<file path="src/rtl/bfp_dot_accumulator.sv">
// bfp_dot_accumulator
//
// Block-floating-point multiply-accumulate engine. Sign/magnitude mantissa pairs
// arrive one at a time. The exponent pair is taken from the first element of each
// block. Each pair goes through a MANT_W-cycle shift-add multiplier and is then
// added into a signed accumulator. The last element of a block produces one
// sign/magnitude result together with its combined exponent.
//
// Optional feature macro: BFP_DOT_SAT_EN
//   defined   - the accumulator saturates to +/-(2^ACC_W-1) and out_acc_ovf is sticky
//   undefined - the accumulator wraps modulo 2^(ACC_W+1) and out_acc_ovf is tied 0
//
// Ports
//   clk, rst_n          clock; asynchronous active-low reset
//   in_valid/in_ready   input element handshake; in_last marks the end of a block
//   a_sign/b_sign       operand signs (1 = negative)
//   a_mant/b_mant       operand magnitudes
//   a_exp/b_exp         block exponents, sampled on the first element only
//   out_valid/out_ready result handshake
//   out_sign/out_mant   sign/magnitude dot product
//   out_exp             clamped combined exponent
//   out_exp_ovf         the exponent was clamped
//   out_acc_ovf         the accumulator saturated during this block
module bfp_dot_accumulator #(
  parameter int unsigned MANT_W   = 8,
  parameter int unsigned EXP_W    = 8,
  parameter int          EXP_BIAS = 127,
  parameter int unsigned ACC_W    = 24
) (
  input  logic              clk,
  input  logic              rst_n,
  input  logic              in_valid,
  output logic              in_ready,
  input  logic              in_last,
  input  logic              a_sign,
  input  logic              b_sign,
  input  logic [MANT_W-1:0] a_mant,
  input  logic [MANT_W-1:0] b_mant,
  input  logic [EXP_W-1:0]  a_exp,
  input  logic [EXP_W-1:0]  b_exp,
  output logic              out_valid,
  input  logic              out_ready,
  output logic              out_sign,
  output logic [ACC_W-1:0]  out_mant,
  output logic [EXP_W-1:0]  out_exp,
  output logic              out_exp_ovf,
  output logic              out_acc_ovf
);

  localparam int unsigned CNT_W = $clog2(MANT_W + 1);
  localparam int unsigned EW    = EXP_W + 2;
`ifdef BFP_DOT_SAT_EN
  // One spare bit above the accumulator, so that an overflowing sum can still be
  // seen before it is clamped.
  localparam int unsigned SUM_W = ACC_W + 2;
`else
  localparam int unsigned SUM_W = ACC_W + 1;
`endif

  typedef enum logic [1:0] {StIdle, StMul, StAcc, StOut} state_e;

  state_e                  state_q, state_d;
  logic [MANT_W-1:0]       a_mant_q, a_mant_d;
  logic [MANT_W-1:0]       hi_q, hi_d;
  logic [MANT_W-1:0]       lo_q, lo_d;
  logic [CNT_W-1:0]        cnt_q, cnt_d;
  logic                    psign_q, psign_d;
  logic                    last_q, last_d;
  logic                    first_q, first_d;
  logic signed [EW-1:0]    e_q, e_d;
  logic signed [ACC_W:0]   acc_q, acc_d;

  logic [MANT_W:0]         add_sum;
  logic signed [SUM_W-1:0] acc_ext, prod_ext, acc_sum;

`ifdef BFP_DOT_SAT_EN
  localparam logic signed [SUM_W-1:0] MaxMag = {2'b00, {ACC_W{1'b1}}};
  localparam logic signed [SUM_W-1:0] MinVal = -MaxMag;
  logic acc_ovf_q, acc_ovf_d;
`endif

  always_ff @(posedge clk or negedge rst_n) begin
    if (!rst_n) begin
      state_q  <= StIdle;
      a_mant_q <= '0;
      hi_q     <= '0;
      lo_q     <= '0;
      cnt_q    <= '0;
      psign_q  <= 1'b0;
      last_q   <= 1'b0;
      first_q  <= 1'b1;
      e_q      <= '0;
      acc_q    <= '0;
`ifdef BFP_DOT_SAT_EN
      acc_ovf_q <= 1'b0;
`endif
    end else begin
      state_q  <= state_d;
      a_mant_q <= a_mant_d;
      hi_q     <= hi_d;
      lo_q     <= lo_d;
      cnt_q    <= cnt_d;
      psign_q  <= psign_d;
      last_q   <= last_d;
      first_q  <= first_d;
      e_q      <= e_d;
      acc_q    <= acc_d;
`ifdef BFP_DOT_SAT_EN
      acc_ovf_q <= acc_ovf_d;
`endif
    end
  end

  // Shift-add step: conditionally add the multiplicand into the high half, then shift
  // the carry, high and low halves right by one as a single register.
  always_comb begin
    add_sum = {1'b0, hi_q} + (lo_q[0] ? {1'b0, a_mant_q} : '0);
  end

  // Signed accumulate of +/- the 2*MANT_W-bit unsigned product.
  always_comb begin
    acc_ext  = SUM_W'(acc_q);
    prod_ext = SUM_W'({hi_q, lo_q});
    acc_sum  = psign_q ? (acc_ext - prod_ext) : (acc_ext + prod_ext);
  end

  always_comb begin
    state_d  = state_q;
    a_mant_d = a_mant_q;
    hi_d     = hi_q;
    lo_d     = lo_q;
    cnt_d    = cnt_q;
    psign_d  = psign_q;
    last_d   = last_q;
    first_d  = first_q;
    e_d      = e_q;
    acc_d    = acc_q;
`ifdef BFP_DOT_SAT_EN
    acc_ovf_d = acc_ovf_q;
`endif
    unique case (state_q)
      StIdle: begin
        if (in_valid) begin
          a_mant_d = a_mant;
          hi_d     = '0;
          lo_d     = b_mant;
          cnt_d    = CNT_W'(MANT_W);
          psign_d  = a_sign ^ b_sign;
          last_d   = in_last;
          if (first_q) begin
            e_d = $signed({2'b00, a_exp}) + $signed({2'b00, b_exp}) - EW'(EXP_BIAS);
          end
          state_d = StMul;
        end
      end
      StMul: begin
        hi_d  = add_sum[MANT_W:1];
        lo_d  = {add_sum[0], lo_q[MANT_W-1:1]};
        cnt_d = cnt_q - CNT_W'(1);
        if (cnt_q == CNT_W'(1)) state_d = StAcc;
      end
      StAcc: begin
`ifdef BFP_DOT_SAT_EN
        if (acc_sum > MaxMag) begin
          acc_d     = MaxMag[ACC_W:0];
          acc_ovf_d = 1'b1;
        end else if (acc_sum < MinVal) begin
          acc_d     = MinVal[ACC_W:0];
          acc_ovf_d = 1'b1;
        end else begin
          acc_d = acc_sum[ACC_W:0];
        end
`else
        acc_d = acc_sum;
`endif
        first_d = 1'b0;
        state_d = last_q ? StOut : StIdle;
      end
      StOut: begin
        if (out_ready) begin
          acc_d   = '0;
          first_d = 1'b1;
`ifdef BFP_DOT_SAT_EN
          acc_ovf_d = 1'b0;
`endif
          state_d = StIdle;
        end
      end
      default: state_d = StIdle;
    endcase
  end

  // Result formatting. Everything is gated by out_valid so that all outputs read 0
  // outside the OUT state.
  logic             acc_neg, acc_zero, e_neg, e_big;
  logic [EXP_W-1:0] exp_val;

  always_comb begin
    in_ready  = (state_q == StIdle);
    out_valid = (state_q == StOut);
    acc_neg   = acc_q[ACC_W];
    acc_zero  = (acc_q == '0);
    e_neg     = e_q[EW-1];
    e_big     = !e_neg && e_q[EXP_W];
    if (e_neg) exp_val = '0;
    else if (e_big) exp_val = '1;
    else exp_val = e_q[EXP_W-1:0];
    out_sign    = out_valid && acc_neg;
    out_mant    = out_valid ? ACC_W'(acc_neg ? -acc_q : acc_q) : '0;
    out_exp     = (out_valid && !acc_zero) ? exp_val : '0;
    out_exp_ovf = out_valid && (e_neg || e_big);
`ifdef BFP_DOT_SAT_EN
    out_acc_ovf = out_valid && acc_ovf_q;
`else
    out_acc_ovf = 1'b0;
`endif
  end

endmodule

</file>
<file path="config.mk">
export PLATFORM = sky130hd
export DESIGN_NAME = bfp_dot_accumulator
export DESIGN_NICKNAME = d
export VERILOG_FILES = /design/src/rtl/bfp_dot_accumulator.sv
export SDC_FILE = /design/constraint.sdc
export NUM_CORES = 1
export LEC_CHECK = 0
export ABC_AREA = 0
export CORE_UTILIZATION = 51
export DETAILED_ROUTE_END_ITERATION = 16
export GPL_TIMING_DRIVEN = 0
export PLACE_DENSITY = 0.83
export SLEW_MARGIN = 15
export SYNTH_ARGS = -nofsm -noshare
export SYNTH_HDL_FRONTEND = slang
export SYNTH_SLANG_ARGS = --single-unit
export TNS_END_PERCENT = 1
</file>
<file path="constraint.sdc">
create_clock -name clk -period 3.3 [get_ports clk]
set_input_delay 0.825 -clock clk [delete_from_list [all_inputs] [get_ports clk]]
set_output_delay 0.825 -clock clk [all_outputs]
set_load 0.05 [all_outputs]
</file>
After elaboration in Yosys (flattened, before gate mapping)
Cells that the tools add are included.

storage, ports and cells
  word-level logic and storage cells = 63
  bits in registers = 68

cells by class
  equal/unequal tests = 7
  reduce and logical (&&, ||, !) cells = 16
  bitwise gates (word level) = 1
  $add $sub $neg = 7
  mux-type cells = 22

operators by type and width
  operator                                              count
  2-to-1 mux 25 bit                                     2
  case mux 25 bit (2 select lines)                      1
  2-to-1 mux 24 bit                                     2
  2-to-1 mux 8 bit                                      6
  case mux 8 bit (2 select lines)                       2
  adder 25 x 17 -> 25 bit                               1
  zero test 25 bit                                      1
  subtractor 25 x 17 -> 25 bit                          1
  negator 24 bit                                        1
  adder 8 x 8 -> 9 bit                                  2
  subtractor 9 x 7 -> 10 bit (second input constant)    1
  2-to-1 mux 2 bit                                      4
  case mux 2 bit (4 select lines)                       1
  case mux 4 bit (2 select lines)                       1
  AND reduction 2 bit                                   3
  AND reduction 3 bit                                   2
  equality test 2 bit (second input constant)           2
  equality test 4 x 1 -> 1 bit (second input constant)  1
  logical AND 1 bit                                     4
  2-to-1 mux 4 bit                                      1
  inequality test 2 bit (second input constant)         2
  nonzero test 2 bit                                    2
  subtractor 4 x 1 -> 4 bit (second input constant)     1
  equality test 2 x 1 -> 1 bit (second input constant)  1
  other kinds (7)                                       8

Longest topological paths before layout
Gate-level depths: netlist of run 1.

  depth in word-level cells = 5
  mapped depth = 18

Least setup slack after synthesis of run 1
Ideal clock, no wire load.

  path kind = register to output
  start point = reg acc_q[7], in the netlist acc_ext[7]
  end point = out out_mant[22]
  buffers on the path = 0
  stages on the path, launching flop included = 7
  data arrival time = 2713 ps
  required time = 2475 ps
  slack = -238 ps
  cell sequence = dfrtp_1 or4_4 or2_4 or4_4 o31ai_2 xor2_1 nor2_1

between the ends
  cells in the longest elaborated chain, start to end = 3

ends and longest elaborated chain
  item                            RTL line  text
  from (decl)                     71        logic signed [ACC_W:0] acc_q, acc_d;
  from (signal assigned)          93        acc_q <= '0;
  from (signal assigned)          107       acc_q <= acc_d;
  negator 24 bit                  209       out_mant = out_valid ? ACC_W'(acc_neg ? -acc_q : acc_q) : '0;
  2-to-1 mux 24 bit (2 in a row)  209
  to (decl)                       44        output logic [ACC_W-1:0] out_mant,

Every way passes these cells.

Final worst setup path of run 1
  start point = reg acc_q[9], in the netlist acc_ext[9]
  end point = out out_exp[5]

between the ends
  cells in the longest elaborated chain, start to end = 4

ends and longest elaborated chain
  item               RTL line  text
  zero test 25 bit   202       acc_zero = (acc_q == '0);
  zero test 1 bit    210       out_exp = (out_valid && !acc_zero) ? exp_val : '0;
  logical AND 1 bit  210
  2-to-1 mux 8 bit   210
  to (decl)          45        output logic [EXP_W-1:0] out_exp,

Every way passes these cells.

==> impl_results.md, run 1 <==
* Layout fillers at 898
* CP startpoint: acc_ext[9]$_DFFE_PN0P_
* Final setup violation count at 21
* Crit-path most repeated cell: or4_4
* CP max stage delay at 0.55 ns
* Crit path launch type: flip-flop
* Final Hold Viols at 0
* Largest net degree at the start of global routing at 38
* CP max stage cell: or4_4
* Max VDD drop at 609 uV
* Status: complete, but fails checks
* Worst-path fanout max at 8
* Final worst setup slack at -0.326 ns
* CTS tree: yes
* Max cap viols at 0
* Post-detail-place hpwl at 10,800 um
* Num rows at 37
* Fin cells at 904
* Worst-path cell chain: or4_4, or2_4, or4_4, nor4_4, nor3_4, o21a_1, buf_6
* DRT iter0 DRCs at 264
* Port buffer count at 74
* Initial antenna violation count at 0
* Tcrit/Tclk final at 110%
* Layout Skew at 0.0174 ns
* Initial Util at 53.4%
* Netlist cell types at 56
* Seq/Total Area, Yosys at 30.4%
* Post-CTS Hold Buffers at 0
* Die width at 107 um
* Power Total at 8.22 mW
* PD cells at 1160 nW/um^2
* Fmax at 276 MHz
* Placed Cells at 880
* Die area at 11,400 sq um
* Syn_area_per_cell at 8.39 sq um
* Max H-tree Level at 3
* Clk slew on worst S/H paths at 0.08 ns
* Layout overhead on the synthesized area at 25.9%
* Die Y at 107 um
* RSZ-0062 raised after global routing: yes
* Vias/cell at 5.68
* Headroom to the max-slew limit at 50.6%
* Post-Route WL at 14,000 um
* Tmin final at 3.63 ns
* Synth warn at 0
* Gpl congestion at 0.881
* Launching point of the worst reg2reg path: lo_q[0]$_DFFE_PN0P_
* Later-pin clock latency in the skew report at 0.36 ns
* CTS root buf: clkbuf_8
* Fraction of layout cells with a size suffix above 1 at 16.8%
* Syn Inst Count at 669
* CTS max path bufs at 2
* Post-synth EDFFs at 0
* DR vias at 5,132
* Failing checks: setup timing
* Slew @ Worst Pin at 0.736 ns
* R2r worst-path depth at 18
* Final #Nets at 856
* GR Util All Layers at 25.3%
* Clock Sinks at 68
* Post-route ant nets at 0
* Core area at 10,500 sq um
* Cell area after synthesis at 5610 sq um
* Max-slew violations at 0
* # diodes at 0
* Crit end category: primary output
* Prevailing post-synth register cell: dfrtp_1
* DRC at 0
* DRT Pass-1 Iters at 5
* Io pins at 76
* Global-route wire length before repair at 23,200 um
* #FFs+latches synth at 68
* WP data required at 2.47 ns
* Asr flop ratio synth at 100%
* Syn_nets at 762
* Multi-input logic area at 3930 sq um
* Leakage power at 3.28 nW
* Crit Path Category: reg -> out
* Cts bufs inserted at 9
* Avg WL per Cell at 15.5 um
* Capturing point of the worst reg2reg path: acc_ext[21]$_DFFE_PN0P_
* Vias in the first global route at 4,998
* Worst Setup EP: out_exp[5]
* Slack of the worst reg-to-reg path at -0.16 ns
* Gr ovfl total at 0
* Arr. time, crit path at 2.80 ns
* HP Class: in -> async
* FF+latch area at 1720 sq um
[cells in the mapped netlist (11+ instances only)]
library cell	n	area, sq um
ha_1	51	638
nor2_1	55	206
nor3_1	11	55.1
nand3_1	17	85.1
clkbuf_1	30	113
nand2_1	82	308
and2_1	12	75.1
a21oi_1	37	185
xor2_1	31	272
o21ai_0	46	230
dfrtp_1	67	1680
inv_1	25	93.8
xnor2_1	38	333
a22o_1	24	210
a21o_1	20	150
[report_power, final]
group,switching (mW),internal (mW)
Clock,0.341,0.357
Combinational,3.50,2.40
Sequential,0.425,1.20
Total,4.26,3.96
[kinds of logic (layout without fill, tap and decap cells)]
kind of cell	count (synthesis)	count (layout)	synth area share [%]
simple gates	221	221	18.6
fa+ha+maj	54	54	12.4
compound gates	194	194	23.1
xor+xnor	69	69	10.8
mux	4	4	0.758
flops	68	68	30.4
buf+inv	58	157	3.95
other cells	1	1	0.0668
[metal layers]
layer  track usage (%)  wire length (um)  up-vias
met5                 0                 0        -
met4              7.34               143        0
met3              3.16               643       12
met2              43.2              6760      124
met1              33.7              6470     2436
li1                  -                 -     2560
[registers in the layout (all words and copies together), names as in the netlist]
signal and cells:
first_q 1, state_q 2, last_q 1, lo_q 8
hi_q 8, acc_ext 25, e_q 10, a_mant_q 8
psign_q 1, cnt_q 4
[metrics by stage]
step           hold slack, ns  worst slack, ns  utilization [%]  area [sq um]  TNS, ns
2_1_floorplan           0.437          -0.0695                -          5620   -0.138
3_3_place_gp            0.452           -0.748             62.1          6530   -63.33
6_report                0.407           -0.326             67.2          7060    -4.58
4_1_cts                 0.409           -0.316             66.1          6940    -5.13
3_5_place_dp            0.454           -0.726             62.3          6540   -15.06
5_1_grt                 0.428           -0.388             67.2          7060    -7.92
[layout by cell type, fill, tap and decap left out, drive strengths merged, types with 3 or more instances in the layout]
cell type / n
a21o: 20
nand2b: 9
inv: 27
a22oi: 9
buf: 31
nor2b: 9
clkdlybuf4s50: 39
nor4: 7
a31oi: 6
nor3: 12
fa: 3
nand2: 82
o21a: 10
dfrtp: 67
ha: 51
nor2: 55
and2: 13
or3: 4
a211oi: 3
xnor2: 38
xor2: 31
o41ai: 3
a21oi: 37
a31o: 8
a211o: 3
o21ai: 51
clkbuf: 41
dlymetal6s2s: 3
or4: 5
dlygate4sd2: 7
a22o: 24
clkdlybuf4s15: 4
or2: 3
nand3: 17
o31ai: 8
[layout make-up]
cell class / instances / area share, %
flip-flops and latches: 68 / 24.3
inverters: 25 / 1.33
plain buffers: 30 / 1.95
clock inverters: 6 / 1.03
well taps: 136 / 2.41
clock buffers: 10 / 1.81
multi-input cells: 543 / 55.7
repair buffers: 86 / 11.5
[critical path: cells and delay by family (launching register included)]
kind | cells | cell delay, ns
AND/OR/NAND/NOR | 5 | 1.75
buffers and inverters | 1 | 0.15
flip-flops | 1 | 0.40
AO/OA/AOI/OAI | 1 | 0.15
[worst min-delay path by stage]
stage | startpoint | end | slack (ns) | cells past startpoint
2_1_floorplan | a_mant_q[7]$_DFFE_PN0P_ | a_mant_q[7]$_DFFE_PN0P_ | 0.44 | 2
3_3_place_gp | a_mant_q[4]$_DFFE_PN0P_ | a_mant_q[4]$_DFFE_PN0P_ | 0.45 | 2
3_5_place_dp | a_mant_q[2]$_DFFE_PN0P_ | a_mant_q[2]$_DFFE_PN0P_ | 0.45 | 2
4_1_cts | rst_n | hi_q[7]$_DFFE_PN0P_ | 0.41 | 1
5_1_grt | rst_n | hi_q[0]$_DFFE_PN0P_ | 0.43 | 1
6_report | rst_n | hi_q[7]$_DFFE_PN0P_ | 0.41 | 1
[timing repair]
action,4_1_cts,5_1_grt
hold endpoints to repair,0,0
resized for setup,153,55
pin swaps,10,8
setup buffers,10,1
endpoints found under the setup margin,46,47
Note: power is estimated with default switching activity, not from simulation.
==> run 2: changes to the inputs <==
--- a/config.mk
+++ b/config.mk
@@ -6,10 +6,12 @@
 export NUM_CORES = 1
 export LEC_CHECK = 0
 export ABC_AREA = 0
-export CORE_UTILIZATION = 51
+export CORE_MARGIN = 1
+export CORE_UTILIZATION = 56
 export DETAILED_ROUTE_END_ITERATION = 16
 export GPL_TIMING_DRIVEN = 0
-export PLACE_DENSITY = 0.83
+export HOLD_SLACK_MARGIN = 0.15
+export PLACE_DENSITY = 0.86
 export SLEW_MARGIN = 15
 export SYNTH_ARGS = -nofsm -noshare
 export SYNTH_HDL_FRONTEND = slang
==> constraint.sdc (replaced) <==
create_clock -name clk -period 3.4 [get_ports clk]
set_input_delay 0.85 -clock clk [delete_from_list [all_inputs] [get_ports clk]]
set_output_delay 0.85 -clock clk [all_outputs]
set_load 0.05 [all_outputs]
==> impl_results.md, run 2 (synthesized netlist as in run 1, its figures left out) <==
* Status: complete, but fails checks
* Failing checks: setup timing
* Most frequent cells in the layout: nand2_1 (80), dfrtp_1 (60), nor2_1 (52)
* Tmin final at 3.65 ns
* Initial antenna violation count at 0 (unchanged)
* Fin cells at 902 (-0.22%)
* Layout Skew at 0.0160 ns (-0.00136 ns)
* DR vias at 5,316 (+3.6%)
* PD cells at 1130 nW/um^2 (-3.1%)
* Slew @ Worst Pin at 0.727 ns (-0.00941 ns)
* # diodes at 0 (unchanged)
* Die Y at 102 um (-4.5%)
* CP max stage delay at 0.52 ns (-0.03 ns)
* Crit-path most repeated cell: nor4_4
* Fmax at 274 MHz
* HP Class: in -> async
* GR Util met3 at 3.01% (-0.15 points)
* Share of power burned in registers at 19.7% (about the same)
* Met2 Use GR at 50.1% (+6.9 points)
* DRT Pass-1 Iters at 5 (unchanged)
* Worst-path fanout max at 8 (unchanged)
* CP delay by family, top: simple AND/OR/NAND/NOR gates
* Later-pin clock latency in the skew report at 0.35 ns (about the same)
* CTS tree: yes
* Num rows at 36 (-2.7%)
* Power Total at 7.91 mW (-3.8%)
* Layout overhead on the synthesized area at 25.0%
* Max reg flops at 25 (unchanged)
* Crit path buffers/inverters at 1 (unchanged)
* Max-slew violations at 0 (unchanged)
* Die area at 10,400 sq um (-8.8%)
* Max cap viols at 0 (unchanged)
* Leakage power at 3.28 nW (-0.12%)
* Gpl congestion at 0.900 (+2.2%)
* Gr busiest metal: met2
* Io pins at 76 (unchanged)
* GR Util All Layers at 28.7% (+3.3 points)
* Die width at 102 um (-4.5%)
* Slack of the worst reg-to-reg path at -0.15 ns (about the same)
* Placed Cells at 877 (-0.34%)
* CP max stage cell: or4_4
* Post-CTS Hold Buffers at 0 (unchanged)
* Final Hold Viols at 0 (unchanged)
* CTS root buf: clkbuf_8
* Global-route wire length before repair at 23,300 um (+0.54%)
* Final setup violation count at 21 (unchanged)
* DP Worst Slack at -0.698 ns (+0.0279 ns)
* Max H-tree Level at 3 (unchanged)
* DRC at 0 (unchanged)
* Crit Path Category: reg -> out
* Gr ovfl total at 0 (unchanged)
* Dpl cell area at 6550 sq um (about the same)
* Initial Util at 57.7% (+4.3 points)
* Port buffer count at 74 (unchanged)
* Vias/cell at 5.89 (+3.8%)
* Internal Power at 3.80 mW (-4.1%)
* Comb power frac at 71.7% (about the same)
* Arr. time, crit path at 2.80 ns (about the same)
* Post-detail-place hpwl at 11,100 um (+2.6%)
* Commonest non-fill, non-tap cell in the layout: nand2_1
* Final instance area at 7010 sq um (-0.74%)
* Headroom to the max-slew limit at 51.4% (+0.78 points)
* DRT iter0 DRCs at 363 (+38%)
* RSZ-0062 raised after global routing: yes
* Vias in the first global route at 5,088 (+1.8%)
* Crit path launch type: flip-flop
* Fraction of layout cells with a size suffix above 1 at 15.3% (-1.5 points)
* Post-route ant nets at 0 (unchanged)
* Final worst setup slack at -0.251 ns (+0.0751 ns)
* WP data required at 2.55 ns (+0.08 ns)
* Sw frac at 52.0% (+0.14 points)
* Met1 Track Usage GR at 36.5% (+2.8 points)
* Clock Sinks at 68 (unchanged)
* Sw power at 4.11 mW (-3.6%)
* Crit end category: primary output
* Post-Route WL at 14,400 um (+2.9%)
* Worst-path cell chain: nor4_4, nand2b_4, or2_4, or4_4, nor4_4, nor3_4, o21a_1, buf_6
* Core area at 9730 sq um (-7.4%)
* Final #Nets at 857 (+0.12%)
* Avg WL per Cell at 16.0 um (+3.1%)
* Cts bufs inserted at 9 (unchanged)
* Largest net degree at the start of global routing at 65 (+71%)
* Tcrit/Tclk final at 107%
* Clk slew on worst S/H paths at 0.07 ns (about the same)
* CTS max path bufs at 2 (unchanged)
* Max VDD drop at 638 uV (+4.8%)
* Clock power frac at 8.5% (about the same)
run 2: routing by layer:
layer / vias to the layer above / routed length [um] / share of wire [%]
li1: 2572 / - / -
met3: 40 / 750 / 5.2
met5: - / 0 / 0
met1: 2513 / 6030 / 42
met2: 191 / 7290 / 51
met4: 0 / 358 / 2.5
run 2: final timing paths:
kind,end,depth (start not counted),startpoint
max reg2reg,acc_ext[21]$_DFFE_PN0P_,17,lo_q[0]$_DFFE_PN0P_
min in group clk,a_mant_q[6]$_DFFE_PN0P_,2,a_mant_q[6]$_DFFE_PN0P_
max in group asynchronous,first_q$_DFFE_PN1P_,2,rst_n
max,out_exp[2],8,acc_ext[4]$_DFFE_PN0P_
min reg2reg,a_mant_q[6]$_DFFE_PN0P_,2,a_mant_q[6]$_DFFE_PN0P_
min,acc_ext[19]$_DFFE_PN0P_,1,rst_n
run 2: stage by stage:
stage | utilization (%) | TNS, ns | hold slack, ns
5_1_grt | 72.1 | -6.40 | 0.291
2_1_floorplan | - | -0.0242 | 0.437
3_3_place_gp | 67.0 | -53.17 | 0.451
3_5_place_dp | 67.3 | -12.02 | 0.455
4_1_cts | 71.0 | -3.75 | 0.298
6_report | 72.1 | -3.02 | 0.306
run 2: what timing repair did:
action	CTS	global route
hold endpoints to repair	0	0
pin swaps	12	4
endpoints found under the setup margin	45	49
gates resized for setup	138	47
buffers inserted	11	2
run 2: power by group through the flow:
stage / sequential, mW / clock, mW / combinational, mW
final: 1.56 / 0.673 / 5.67
after global routing: 1.61 / 0.716 / 6.15
after CTS: 1.54 / 0.680 / 5.42
after detailed placement: 1.56 / 0 / 5.20
after global placement: 1.53 / 0 / 5.01
after floorplan: 1.44 / 0 / 4.04
run 2: layout make-up:
type | instances | area (sq um)
Sequential cell | 68 | 1710
Tap cell | 133 | 166
Timing Repair Buffer | 88 | 856
Fill cell | 753 | 2720
Inverter | 25 | 93.8
Multi-Input combinational cell | 543 | 3860
Clock buffer | 9 | 124
Clock inverter | 7 | 75.1
Buffer | 29 | 121
==> run 3: changes to the inputs <==
--- a/config.mk
+++ b/config.mk
@@ -7,11 +7,12 @@
 export LEC_CHECK = 0
 export ABC_AREA = 0
 export CORE_MARGIN = 1
-export CORE_UTILIZATION = 56
+export CORE_UTILIZATION = 58
+export CTS_BUF_LIST = sky130_fd_sc_hd__clkbuf_2
 export DETAILED_ROUTE_END_ITERATION = 16
 export GPL_TIMING_DRIVEN = 0
 export HOLD_SLACK_MARGIN = 0.15
-export PLACE_DENSITY = 0.86
+export PLACE_DENSITY = 0.89
 export SLEW_MARGIN = 15
 export SYNTH_ARGS = -nofsm -noshare
 export SYNTH_HDL_FRONTEND = slang
==> impl_results.md, run 3 (synthesized netlist as in run 1, its figures left out) <==
* Status: complete, but fails checks
* Failing checks: setup timing
* Tcrit/Tclk final at 114% (+6.9 points)
* Die Y at 100 um (-1.7%)
* Later-pin clock latency in the skew report at 0.53 ns (+0.18 ns)
* Die area at 10,100 sq um (-3.4%)
* RSZ-0062 raised after global routing: yes
* GR Util All Layers at 30.1% (+1.4 points)
* Dpl cell area at 6540 sq um (about the same)
* Avg WL per Cell at 16.0 um (+0.23%)
* CTS tree: yes
* Clock power frac at 7.2% (-1.3 points)
* Most frequent cells in the layout: nand2_1 (80), dfrtp_1 (55), nor2_1 (53)
* Crit path launch type: flip-flop
* Die width at 100 um (-1.7%)
* CP max stage delay at 0.55 ns (+0.03 ns)
* # diodes at 0 (unchanged)
* Post-detail-place hpwl at 11,000 um (-1.3%)
* Sw frac at 52.8% (+0.79 points)
* Crit path buffers/inverters at 1 (unchanged)
* DRT iter0 DRCs at 350 (-3.6%)
* CP delay by family, top: simple AND/OR/NAND/NOR gates
* Final setup violation count at 27 (+29%)
* Worst-path fanout max at 8 (unchanged)
* Gr ovfl total at 0 (unchanged)
* CP startpoint: acc_ext[8]$_DFFE_PN0P_
* Internal Power at 3.66 mW (-3.7%)
* Fin cells at 898 (-0.44%)
* Clk slew on worst S/H paths at 0.22 ns (+0.15 ns)
* Gpl congestion at 0.927 (+3.1%)
* CTS root buf: clkbuf_2
* Clock Sinks at 68 (unchanged)
* Share of power burned in registers at 20.3% (+0.6 points)
* Vias in the first global route at 5,153 (+1.3%)
* Worst-path cell chain: or4_4, or2_4, or4_4, nor4_4, nor3_4, o21a_1, buf_6
* Layout Skew at 0.0329 ns (+0.0168 ns)
* Crit-path most repeated cell: or4_4
* Headroom to the max-slew limit at 45.0% (-6.3 points)
* Final instance area at 6910 sq um (-1.5%)
* Commonest non-fill, non-tap cell in the layout: nand2_1
* Final worst setup slack at -0.484 ns (-0.233 ns)
* Final Hold Viols at 0 (unchanged)
* Sw power at 4.09 mW (-0.59%)
* Max reg flops at 25 (unchanged)
* Vias/cell at 5.92 (+0.39%)
* DR vias at 5,313 (-0.056%)
* Power Total at 7.74 mW (-2.1%)
* Fmax at 257 MHz (-6.0%)
* Max H-tree Level at 3 (unchanged)
* HP Class: in -> async
* Max VDD drop at 607 uV (-4.8%)
* Initial antenna violation count at 0 (unchanged)
* Layout fillers at 670 (-11%)
* Max cap viols at 0 (unchanged)
* Post-Route WL at 14,400 um (-0.21%)
* Final #Nets at 857 (unchanged)
* DRC at 0 (unchanged)
* Fraction of layout cells with a size suffix above 1 at 16.5% (+1.2 points)
* WP data required at 2.55 ns (about the same)
* Num rows at 35 (-2.8%)
* Tmin final at 3.88 ns (+0.233 ns)
* Io pins at 76 (unchanged)
* Final hold slack at 0.167 ns (-0.139 ns)
* CTS max path bufs at 2 (unchanged)
* Global-route wire length before repair at 23,800 um (+2.0%)
* Arr. time, crit path at 3.03 ns (+0.23 ns)
* Comb power frac at 72.5% (+0.8 points)
* Max-slew violations at 0 (unchanged)
* CP max stage cell: or4_4
* Leakage power at 3.20 nW (-2.2%)
* Launching point of the worst reg2reg path: lo_q[0]$_DFFE_PN0P_
* Cts bufs inserted at 9 (unchanged)
* Core area at 9280 sq um (-4.6%)
* PD cells at 1120 nW/um^2 (-0.62%)
* Largest net degree at the start of global routing at 49 (-25%)
* Layout overhead on the synthesized area at 23.1%
* Crit Path Category: reg -> out
* Port buffer count at 74 (unchanged)
* Slew @ Worst Pin at 0.818 ns (+0.0906 ns)
* Crit end category: primary output
* Initial Util at 60.4% (+2.8 points)
* Post-route ant nets at 0 (unchanged)
* DRT Pass-1 Iters at 5 (unchanged)
* Placed Cells at 873 (-0.46%)
[run 3: cell count changes in the layout (fill, tap and decap cells not counted), sizes merged]
cell           previous run  this run
buf                      32        28
bufinv                    1         2
clkbuf                   37        50
clkdlybuf4s15             7         5
clkdlybuf4s18             0         1
clkinv                    1         3
clkinvlp                  3         0
dlygate4sd2               8         3
dlymetal6s2s              4         1
[run 3: path summary, 6_finish.rpt]
kind,to,depth (start not counted),slack (ns)
setup / recovery,out_exp[1],7,-0.48
hold / removal,lo_q[4]$_DFFE_PN0P_,1,0.17
setup reg to reg,acc_ext[23]$_DFFE_PN0P_,17,-0.31
hold reg to reg,a_mant_q[4]$_DFFE_PN0P_,2,0.49
max in group asynchronous,acc_ext[11]$_DFFE_PN0P_,2,2.66
min in group clk,a_mant_q[4]$_DFFE_PN0P_,2,0.49
[run 3: repair_timing]
| action | in CTS | in global routing |
|---|---|---|
| setup endpoints to repair | 49 | 48 |
| hold buffers | 0 | 0 |
| resized for setup | 176 | 39 |
| endpoints found under the hold margin | 0 | 0 |
| pin swaps | 8 | 1 |
| buffers inserted | 9 | 0 |
[run 3: worst reg2reg max path, stage by stage (launching register included)]
cell	delay, ns
dfrtp_1	0.49
clkbuf_8	0.19
inv_1	0.06
ha_1	0.16
nor2b_4	0.18
nand2_2	0.10
nor2_4	0.19
a21oi_1	0.12
xnor2_1	0.20
ha_1	0.27
clkbuf_2	0.19
a21o_1	0.21
a31oi_1	0.21
nor2_1	0.08
or4_1	0.47
a21oi_1	0.18
xnor2_1	0.10
a22o_1	0.20
[run 3: power by group through the flow]
stage / registers [mW] / logic, mW / clock network (mW)
after CTS: 1.55 / 5.42 / 0.561
after floorplan: 1.44 / 4.04 / 0
after detailed placement: 1.56 / 5.17 / 0
after global routing: 1.62 / 6.13 / 0.594
final: 1.57 / 5.61 / 0.556
after global placement: 1.53 / 4.99 / 0
[run 3: cell type report]
cell class	count	area, sq um	area share, %
multi-input cells	543	3860	55.9
inverters	25	93.8	1.36
repair buffers	84	785	11.4
flip-flops and latches	68	1720	24.9
well taps	129	161	2.34
clock inverters	7	98.8	1.43
clock buffers	9	45.0	0.652
plain buffers	33	146	2.12
[run 3: through the flow]
step	utilization, %	setup slack, ns	setup TNS, ns
after floorplan	-	-0.0242	-0.0242
after global placement	70.2	-0.655	-53.53
after detailed placement	70.4	-0.632	-12.00
after CTS	74.4	-0.448	-6.71
after global routing	74.4	-0.550	-11.91
final	74.4	-0.484	-7.26
[run 3: routing by layer]
layer / track usage [%] / routed length, um / vias to the layer above
li1: - / - / 2565
met1: 37.5 / 6080 / 2487
met2: 53.6 / 7120 / 216
met3: 3.62 / 747 / 45
met4: 10.8 / 442 / 0
met5: 0 / 0 / -
